## src/rtl/mmio_uart_tx.sv

```systemverilog
// Store-path UART transmitter: TXDATA/STATUS word registers, byte FIFO, 8N1 serialiser.
// A byte stored at edge N drives the start bit after edge N+1; stores to a full FIFO are dropped and set overflow.
module mmio_uart_tx #(
  parameter logic [31:0] BASE_ADDR    = 32'h0000_0100,
  parameter int          CLKS_PER_BIT = 16,
  parameter int          FIFO_DEPTH   = 4
) (
  input  logic        clk,
  input  logic        reset,
  input  logic        we,
  input  logic [31:0] a,
  input  logic [31:0] wd,
  output logic [31:0] rd,
  output logic        sel,
  output logic        tx,
  output logic        busy
);

  localparam int AW = $clog2(FIFO_DEPTH);
  localparam int CW = AW + 1;
  localparam int BW = (CLKS_PER_BIT > 2) ? $clog2(CLKS_PER_BIT) : 1;

  localparam logic [1:0] IDLE  = 2'd0;
  localparam logic [1:0] START = 2'd1;
  localparam logic [1:0] DATA  = 2'd2;
  localparam logic [1:0] STOP  = 2'd3;

  logic [7:0]    mem [FIFO_DEPTH];
  logic [AW-1:0] wptr, rptr;
  logic [CW-1:0] count;
  logic          overflow;

  logic [1:0]    state;
  logic [BW-1:0] baud;
  logic [2:0]    idx;
  logic [7:0]    shift;

  logic full, empty, frame_active, bit_end;
  logic wr_data, wr_stat, push, pop;
  logic [3:0] cnt4;

  assign sel          = (a[31:3] == BASE_ADDR[31:3]);
  assign wr_data      = we & sel & ~a[2];
  assign wr_stat      = we & sel & a[2];
  assign full         = (count == CW'(FIFO_DEPTH));
  assign empty        = (count == '0);
  assign frame_active = (state != IDLE);
  assign busy         = frame_active | ~empty;
  assign bit_end      = (baud == BW'(CLKS_PER_BIT - 1));
  assign push         = wr_data & ~full;
  // The serialiser consumes the head from IDLE, or at the end of a stop bit to chain frames.
  assign pop          = ~empty & ((state == IDLE) | ((state == STOP) & bit_end));
  assign cnt4         = 4'(count);

  always_comb begin
    rd = 32'h0;
    if (sel && a[2])
      rd = {24'h0, cnt4, overflow, frame_active, empty, full};
  end

  always_ff @(posedge clk) begin
    if (push)
      mem[wptr] <= wd[7:0];
  end

  always_ff @(posedge clk) begin
    if (reset) begin
      wptr     <= '0;
      rptr     <= '0;
      count    <= '0;
      overflow <= 1'b0;
    end else begin
      if (push) wptr <= wptr + AW'(1);
      if (pop)  rptr <= rptr + AW'(1);
      case ({push, pop})
        2'b10:   count <= count + CW'(1);
        2'b01:   count <= count - CW'(1);
        default: count <= count;
      endcase
      // Full is judged before the edge, so a same-edge pop does not rescue the byte.
      if (wr_data && full)
        overflow <= 1'b1;
      else if (wr_stat && wd[3])
        overflow <= 1'b0;
    end
  end

  always_ff @(posedge clk) begin
    if (reset) begin
      state <= IDLE;
      tx    <= 1'b1;
      shift <= 8'h0;
      baud  <= '0;
      idx   <= 3'd0;
    end else begin
      case (state)
        IDLE: begin
          baud <= '0;
          if (!empty) begin
            shift <= mem[rptr];
            tx    <= 1'b0;
            state <= START;
          end else begin
            tx <= 1'b1;
          end
        end
        START: begin
          baud <= bit_end ? '0 : baud + BW'(1);
          if (bit_end) begin
            tx    <= shift[0];
            idx   <= 3'd0;
            state <= DATA;
          end
        end
        DATA: begin
          baud <= bit_end ? '0 : baud + BW'(1);
          if (bit_end) begin
            shift <= {1'b0, shift[7:1]};
            if (idx == 3'd7) begin
              tx    <= 1'b1;
              state <= STOP;
            end else begin
              idx <= idx + 3'd1;
              tx  <= shift[1];
            end
          end
        end
        STOP: begin
          baud <= bit_end ? '0 : baud + BW'(1);
          if (bit_end) begin
            if (!empty) begin
              shift <= mem[rptr];
              tx    <= 1'b0;
              state <= START;
            end else begin
              tx    <= 1'b1;
              state <= IDLE;
            end
          end
        end
        default: begin
          state <= IDLE;
          tx    <= 1'b1;
        end
      endcase
    end
  end

endmodule

```

## config.mk

```make
export PLATFORM = sky130hd
export DESIGN_NAME = mmio_uart_tx
export DESIGN_NICKNAME = d
export VERILOG_FILES = /design/src/rtl/mmio_uart_tx.sv
export SDC_FILE = /design/constraint.sdc
export NUM_CORES = 1
export LEC_CHECK = 0
export ABC_AREA = 1
export ABC_CLOCK_PERIOD_IN_PS = 6100
export CAP_MARGIN = 10
export CORE_MARGIN = 2
export CORE_UTILIZATION = 33
export DETAILED_ROUTE_END_ITERATION = 12
export SLEW_MARGIN = 20
export SYNTH_ARGS = -nofsm -noshare
export SYNTH_HDL_FRONTEND = slang
export SYNTH_SLANG_ARGS = --single-unit
```

## constraint.sdc

```tcl
create_clock -name clk -period 6.1 [get_ports clk]
set_input_delay 1.525 -clock clk [delete_from_list [all_inputs] [get_ports clk]]
set_output_delay 1.525 -clock clk [all_outputs]
set_load 0.005 [all_outputs]
```

==> results.json, run 1 <==
{
  "cp.required_ns": 4.58,
  "cp-end-kind": "output port",
  "synth_cells": 331,
  "synth_ff_type": "edfxtp_1",
  "numCtsBuffers": 9,
  "post-cts-setup-buffers": 0,
  "worst_slew_margin_rel_pct": 45.7,
  "hold_violations": 0,
  "clock_skew_ns": 0.00850,
  "antenna_found_initial": 0,
  "ios": 102,
  "cts_buffer_depth": 2,
  "via_count": 2265,
  "slew_violations": 0,
  "avgSynthCellArea_um2": 9.02,
  "htreeDepth": 3,
  "synth_seq_area_share_pct": 51.0,
  "maxCapViolCount": 0,
  "nFillCells": 884,
  "cts-hold-fix-buffers": 0,
  "drc": 0,
  "grt_pass1_vias": 2097,
  "regArea_mm2": 0.00152,
  "startpoint": "a[4]",
  "power_leakage_nw": 1.43,
  "timing.rr.start": "baud[0]$_SDFF_PP0_",
  "power.density_mw_per_mm2": 358,
  "worstPathArrival_ns": 3.37,
  "rsz0062_at_grt": "false",
  "syn_area_mm2": 0.00299,
  "overflow": 0,
  "start_kind": "input port",
  "p_total_w": 0.00132,
  "hpwl_um": 4200,
  "syn2layout_area_growth_pct": 23.6,
  "ant_nets": 0,
  "grt_pass1_wl_um": 9520,
  "drtIter0Drc": 95,
  "ir_drop_mv": 0.107,
  "drt_first_pass_iters": 4,
  "portBuffers": 50,
  "status": "finished clean",
  "cp_max_fo": 7,
  "antenna_cells": 0,
  "insertion_delay_ns": 0.34,
  "hp-class": "flop to flop",
  "viasPerCell": 4.54,
  "cts-root-buf": "clkbuf_8",
  "synth_warnings": 0,
  "die_w_um": 99.1,
  "die_h_um": 99.1,
  "ys_async_sr_fraction_pct": 0,
  "die_area_mm2": 0.00982,
  "setup_viol": 0,
  "max_slew.worst_pin.slew_ns": 0.811,
  "synth_cell_types": 32,
  "cts_sinks": 60,
  "drt_wl_total_um": 5810,
  "cp_num_buf_inv": 2,
  "crit_path_top_delay_cell": "clkdlybuf4s50_1",
  "nets": 468,
  "path_clk_slew_ns": 0.06,
  "final_core_utilization_pct": 42.1,
  "synth_edf_count": 32,
  "fmax_mhz": 204,
  "row_count": 34,
  "setup_tns_ns": 0,
  "fin_crit_ns": 4.89,
  "max_stage_delay_ns": 0.54,
  "period_share_pct": 80.2,
  "min_from": "baud[0]$_SDFF_PP0_",
  "multiInputGateArea_mm2": 0.00121,
  "start_util_pct": 34.1,
  "grt_max_degree": 18,
  "setup.worst_path.class": "input port to output port",
  "place.gp.congestion": 0.759,
  "core_area_mm2": 0.00876,
  "cts_tree": "built",
  "grt.total_usage_pct": 12.3,
  "cts_resized": 0,
  "post_drt_wl_per_cell_um": 11.6,
  "ys_ff_latch": 60,
  "critPathTopFamily": "buffers and inverters",
  "crit_chain": "clkdlybuf4s50_1 -> or2_0 -> nor2_1 -> nand2_1 -> nor2_4 -> nand2_1 -> nor3_1 -> clkdlybuf4s50_1",
  "layout-drive-gt1-share_pct": 7.16
}
==> report_power, final <==
part / switching, W / internal, W / total, W
Clock: 0.000158 / 0.000199 / 0.000356
Combinational: 0.000272 / 0.000176 / 0.000448
Sequential: 0.0000442 / 0.000473 / 0.000517
==> final cells by class <==
cell class | instances | share of cell area [%]
clock buffers | 10 | 3.73
clock inverters | 6 | 1.73
inverters | 33 | 3.36
multi-input cells | 232 | 32.7
flip-flops and latches | 60 | 41.2
well taps | 108 | 3.66
repair buffers | 50 | 13.6
==> path summary, 6_finish.rpt <==
kind	endpoint	slack [ns]	cells past startpoint
max reg2reg	count[2]$_SDFFE_PP0P_	3.81	12
max	rd[0]	1.21	8
min	baud[0]$_SDFF_PP0_	0.45	1
min reg2reg	baud[0]$_SDFF_PP0_	0.45	1
==> worst reg2reg max path, stage by stage (launching register included) <==
cell and delay, ns:
dfxtp_1 0.36, ha_1 0.21, nand3_2 0.13, inv_1 0.10
nand2_1 0.07, a21oi_2 0.23, ha_1 0.18, inv_1 0.06
fa_1 0.38, a21oi_1 0.14, o21ai_0 0.11, o21ai_0 0.15
a21oi_1 0.05
==> stage by stage <==
step                area [um^2]  std cells  hold slack (ns)  worst slack (ns)
detailed placement         3490        483            0.446              1.18
floorplan                  3080        355            0.418              2.20
global route               3690        499            0.487             0.984
global placement           3490        483            0.431              1.20
CTS                        3690        499            0.461              1.16
finish                     3690        499            0.454              1.21
==> cell families after synthesis <==
| group | synth area share, % |
|---|---|
| and+or+nand+nor | 17.7 |
| AOI/OAI and AO/OA | 12.8 |
| buffers and inverters | 11.6 |
| DFF | 51.0 |
| adders and majority gates | 6.54 |
| xor gates and xnor gates | 0.293 |
| other | 0.126 |
==> registers in the layout (all words and copies together) (netlist names), named ones only <==
name and cells:
baud 4, count 3, idx 3, mem 32, overflow 1, rptr 2, shift 8, state 2
tx 1, wptr 2
==> cell usage in the layout (no fill, tap or decap), drive strengths merged <==
| cell type | netlist | routed |
|---|---|---|
| nor2 | 62 | 62 |
| clkdlybuf4s50 | 0 | 50 |
| nand2 | 41 | 41 |
| o21ai | 34 | 34 |
| inv | 33 | 33 |
| edfxtp | 32 | 32 |
| dfxtp | 28 | 28 |
| conb | 1 | 25 |
| a21oi | 22 | 22 |
| ha | 14 | 14 |
| nand3 | 11 | 11 |
| clkbuf | 0 | 10 |
| o22ai | 8 | 8 |
| or2 | 4 | 4 |
| clkinv | 0 | 4 |
| nor3 | 2 | 2 |
| nand4 | 2 | 2 |
| o211ai | 2 | 2 |
| nor3b | 1 | 1 |
| xnor2 | 1 | 1 |
| o21bai | 1 | 1 |
| a21boi | 1 | 1 |
| fa | 1 | 1 |
| bufinv | 0 | 1 |
| clkinvlp | 0 | 1 |
==> metal layers <==
metal  wire length [um]  GRT usage [%]
met1               2490           14.7
met2               2680           20.1
met3                501           3.94
met4                135           6.01
met5                  0              0
==> cell usage after synthesis, types with 3 or more instances <==
library cell / count / area share [%]
ha_1: 14 / 5.9
o22ai_1: 8 / 1.7
nand2_1: 40 / 5.0
dfxtp_1: 28 / 19
o21ai_1: 6 / 1.0
nand3_1: 9 / 1.5
o21ai_0: 24 / 4.0
buf_2: 3 / 0.50
buf_4: 26 / 6.5
inv_1: 32 / 4.0
nor2_1: 61 / 7.7
edfxtp_1: 32 / 32
o21ai_2: 4 / 1.2
a21oi_1: 20 / 3.4
No activity file was read; power rests on OpenSTA's default activity.
==> inputs of run 2 (changes only) <==
--- a/config.mk
+++ b/config.mk
@@ -6,7 +6,7 @@
 export NUM_CORES = 1
 export LEC_CHECK = 0
 export ABC_AREA = 1
-export ABC_CLOCK_PERIOD_IN_PS = 6100
+export ABC_CLOCK_PERIOD_IN_PS = 4400
 export CAP_MARGIN = 10
 export CORE_MARGIN = 2
 export CORE_UTILIZATION = 33
==> constraint.sdc (replaced) <==
create_clock -name clk -period 4.4 [get_ports clk]
set_input_delay 1.1 -clock clk [delete_from_list [all_inputs] [get_ports clk]]
set_output_delay 1.1 -clock clk [all_outputs]
set_load 0.005 [all_outputs]
==> results.json, run 2 (synthesis results as in run 1) <==
{
  "cts-root-buf": "clkbuf_8",
  "hpwl_um": 4210,
  "core_area_mm2": 0.00876,
  "cp-end-kind": "output port",
  "pwr-share-clk_pct": 27.9,
  "grt_pass1_wl_um": 9630,
  "layout-drive-gt1-share_pct": 7.38,
  "die_h_um": 99.1,
  "path_clk_slew_ns": 0.06,
  "row_count": 34,
  "antenna_found_initial": 0,
  "setup_viol": 0,
  "cts-hold-fix-buffers": 0,
  "grt_pass1_vias": 2184,
  "switchingPower_w": 0.000648,
  "cts_resized": 0,
  "ir_drop_mv": 0.170,
  "start_util_pct": 34.1,
  "drtIter0Drc": 90,
  "power.density_mw_per_mm2": 502,
  "setup_tns_ns": 0,
  "switching_share_pct": 34.7,
  "max_slew.worst_pin.slew_ns": 0.757,
  "grt.total_usage_pct": 12.4,
  "drt_first_pass_iters": 4,
  "p_int_w": 0.00122,
  "place.gp.congestion": 0.750,
  "antenna_cells": 0,
  "cts_buffer_depth": 2,
  "p_total_w": 0.00186,
  "insertion_delay_ns": 0.34,
  "syn2layout_area_growth_pct": 24.4,
  "start_kind": "input port",
  "die_w_um": 99.1,
  "slew_violations": 0,
  "post_drt_wl_per_cell_um": 11.5,
  "ios": 102,
  "viasPerCell": 4.51,
  "seq_power_share_pct": 38.4,
  "overflow": 0,
  "cp.required_ns": 3.30,
  "clock_skew_ns": 0.0106,
  "ant_nets": 0,
  "cts_sinks": 60,
  "worstPathArrival_ns": 2.92,
  "maxCapViolCount": 0,
  "fin_crit_ns": 4.02,
  "hp-class": "flop to flop",
  "via_count": 2258,
  "fmax_mhz": 249,
  "rsz0062_at_grt": "false",
  "drc": 0,
  "status": "finished clean",
  "r2r_slack_ns": 2.12,
  "worst_slew_margin_rel_pct": 49.3,
  "cp_max_fo": 7,
  "numCtsBuffers": 9,
  "hold_violations": 0,
  "nets": 470,
  "final_common_cell": "nor2_1",
  "die_area_mm2": 0.00982,
  "drt_wl_total_um": 5760,
  "largest_register_ffs": 32,
  "power_leakage_nw": 1.44,
  "top_regs": "mem x32, shift x8, baud x4",
  "post-cts-setup-buffers": 0,
  "portBuffers": 50,
  "regMostFlops": "mem",
  "regArea_mm2": 0.00152,
  "combPwrFrac_pct": 33.6,
  "nFillCells": 880,
  "htreeDepth": 3,
  "multiInputGateArea_mm2": 0.00121,
  "cts_tree": "built",
  "period_share_pct": 91.3,
  "setup.worst_path.class": "input port to output port",
  "final_cell_mix": "nor2_1, clkdlybuf4s50_1, nand2_1",
  "grt_max_degree": 18
}
run 2: cell count changes in the layout (fill, tap and decap cells not counted):
cell       previous run  this run
buf_4                 0         2
clkbuf_1              0         2
clkinv_4              2         0
bufinv_16             1         2
clkbuf_8             10         9
clkinv_1              1         0
clkinv_2              1         2
run 2: critical path: stages:
cell             delay (ns)
clkdlybuf4s50_1        0.39
or2_0                  0.22
nor2_1                 0.11
nand2_1                0.09
nor2_4                 0.15
nand2_1                0.16
nor3_1                 0.18
clkdlybuf4s50_1        0.53
run 2: final timing paths:
path,start,to,cells past startpoint
worst max-delay path,a[4],rd[0],8
worst min-delay path,overflow$_SDFFE_PP0P_,overflow$_SDFFE_PP0P_,2
worst max register to register,baud[0]$_SDFF_PP0_,count[2]$_SDFFE_PP0P_,12
worst min register to register,overflow$_SDFFE_PP0P_,overflow$_SDFFE_PP0P_,2
run 2: through the flow:
step                cells  instance area (um^2)  hold slack (ns)  utilization, %  worst slack (ns)
finish                501                  3710            0.463            42.4             0.383
global route          501                  3710            0.484            42.4             0.200
CTS                   501                  3710            0.464            42.4             0.331
floorplan             355                  3080            0.418               -              1.35
global placement      485                  3500            0.431            40.0             0.354
detailed placement    485                  3500            0.455            40.0             0.356
run 2: area by class of cell:
type,count,area share [%]
clock buffers,11,3.54
clock inverters,5,2.09
inverters,33,3.34
multi-input cells,232,32.5
flip-flops and latches,60,41.0
well taps,108,3.64
repair buffers,52,13.9
run 2: layer usage:
metal  track usage, %  vias up  wire [um]
li1                 -     1162          -
met1             14.2     1007       2510
met2             20.8       78       2720
met3             4.15       11        401
met4             5.58        0        135
met5                0        -          0
run 2: power by group through the flow:
stage / clock network (W) / registers, W / logic [W]
2_1_floorplan: 0 / 0.000704 / 0.000501
3_3_place_gp: 0 / 0.000726 / 0.000614
3_5_place_dp: 0 / 0.000728 / 0.000629
4_1_cts: 0.000538 / 0.000717 / 0.000632
5_1_grt: 0.000563 / 0.000727 / 0.000723
6_report: 0.000521 / 0.000717 / 0.000627
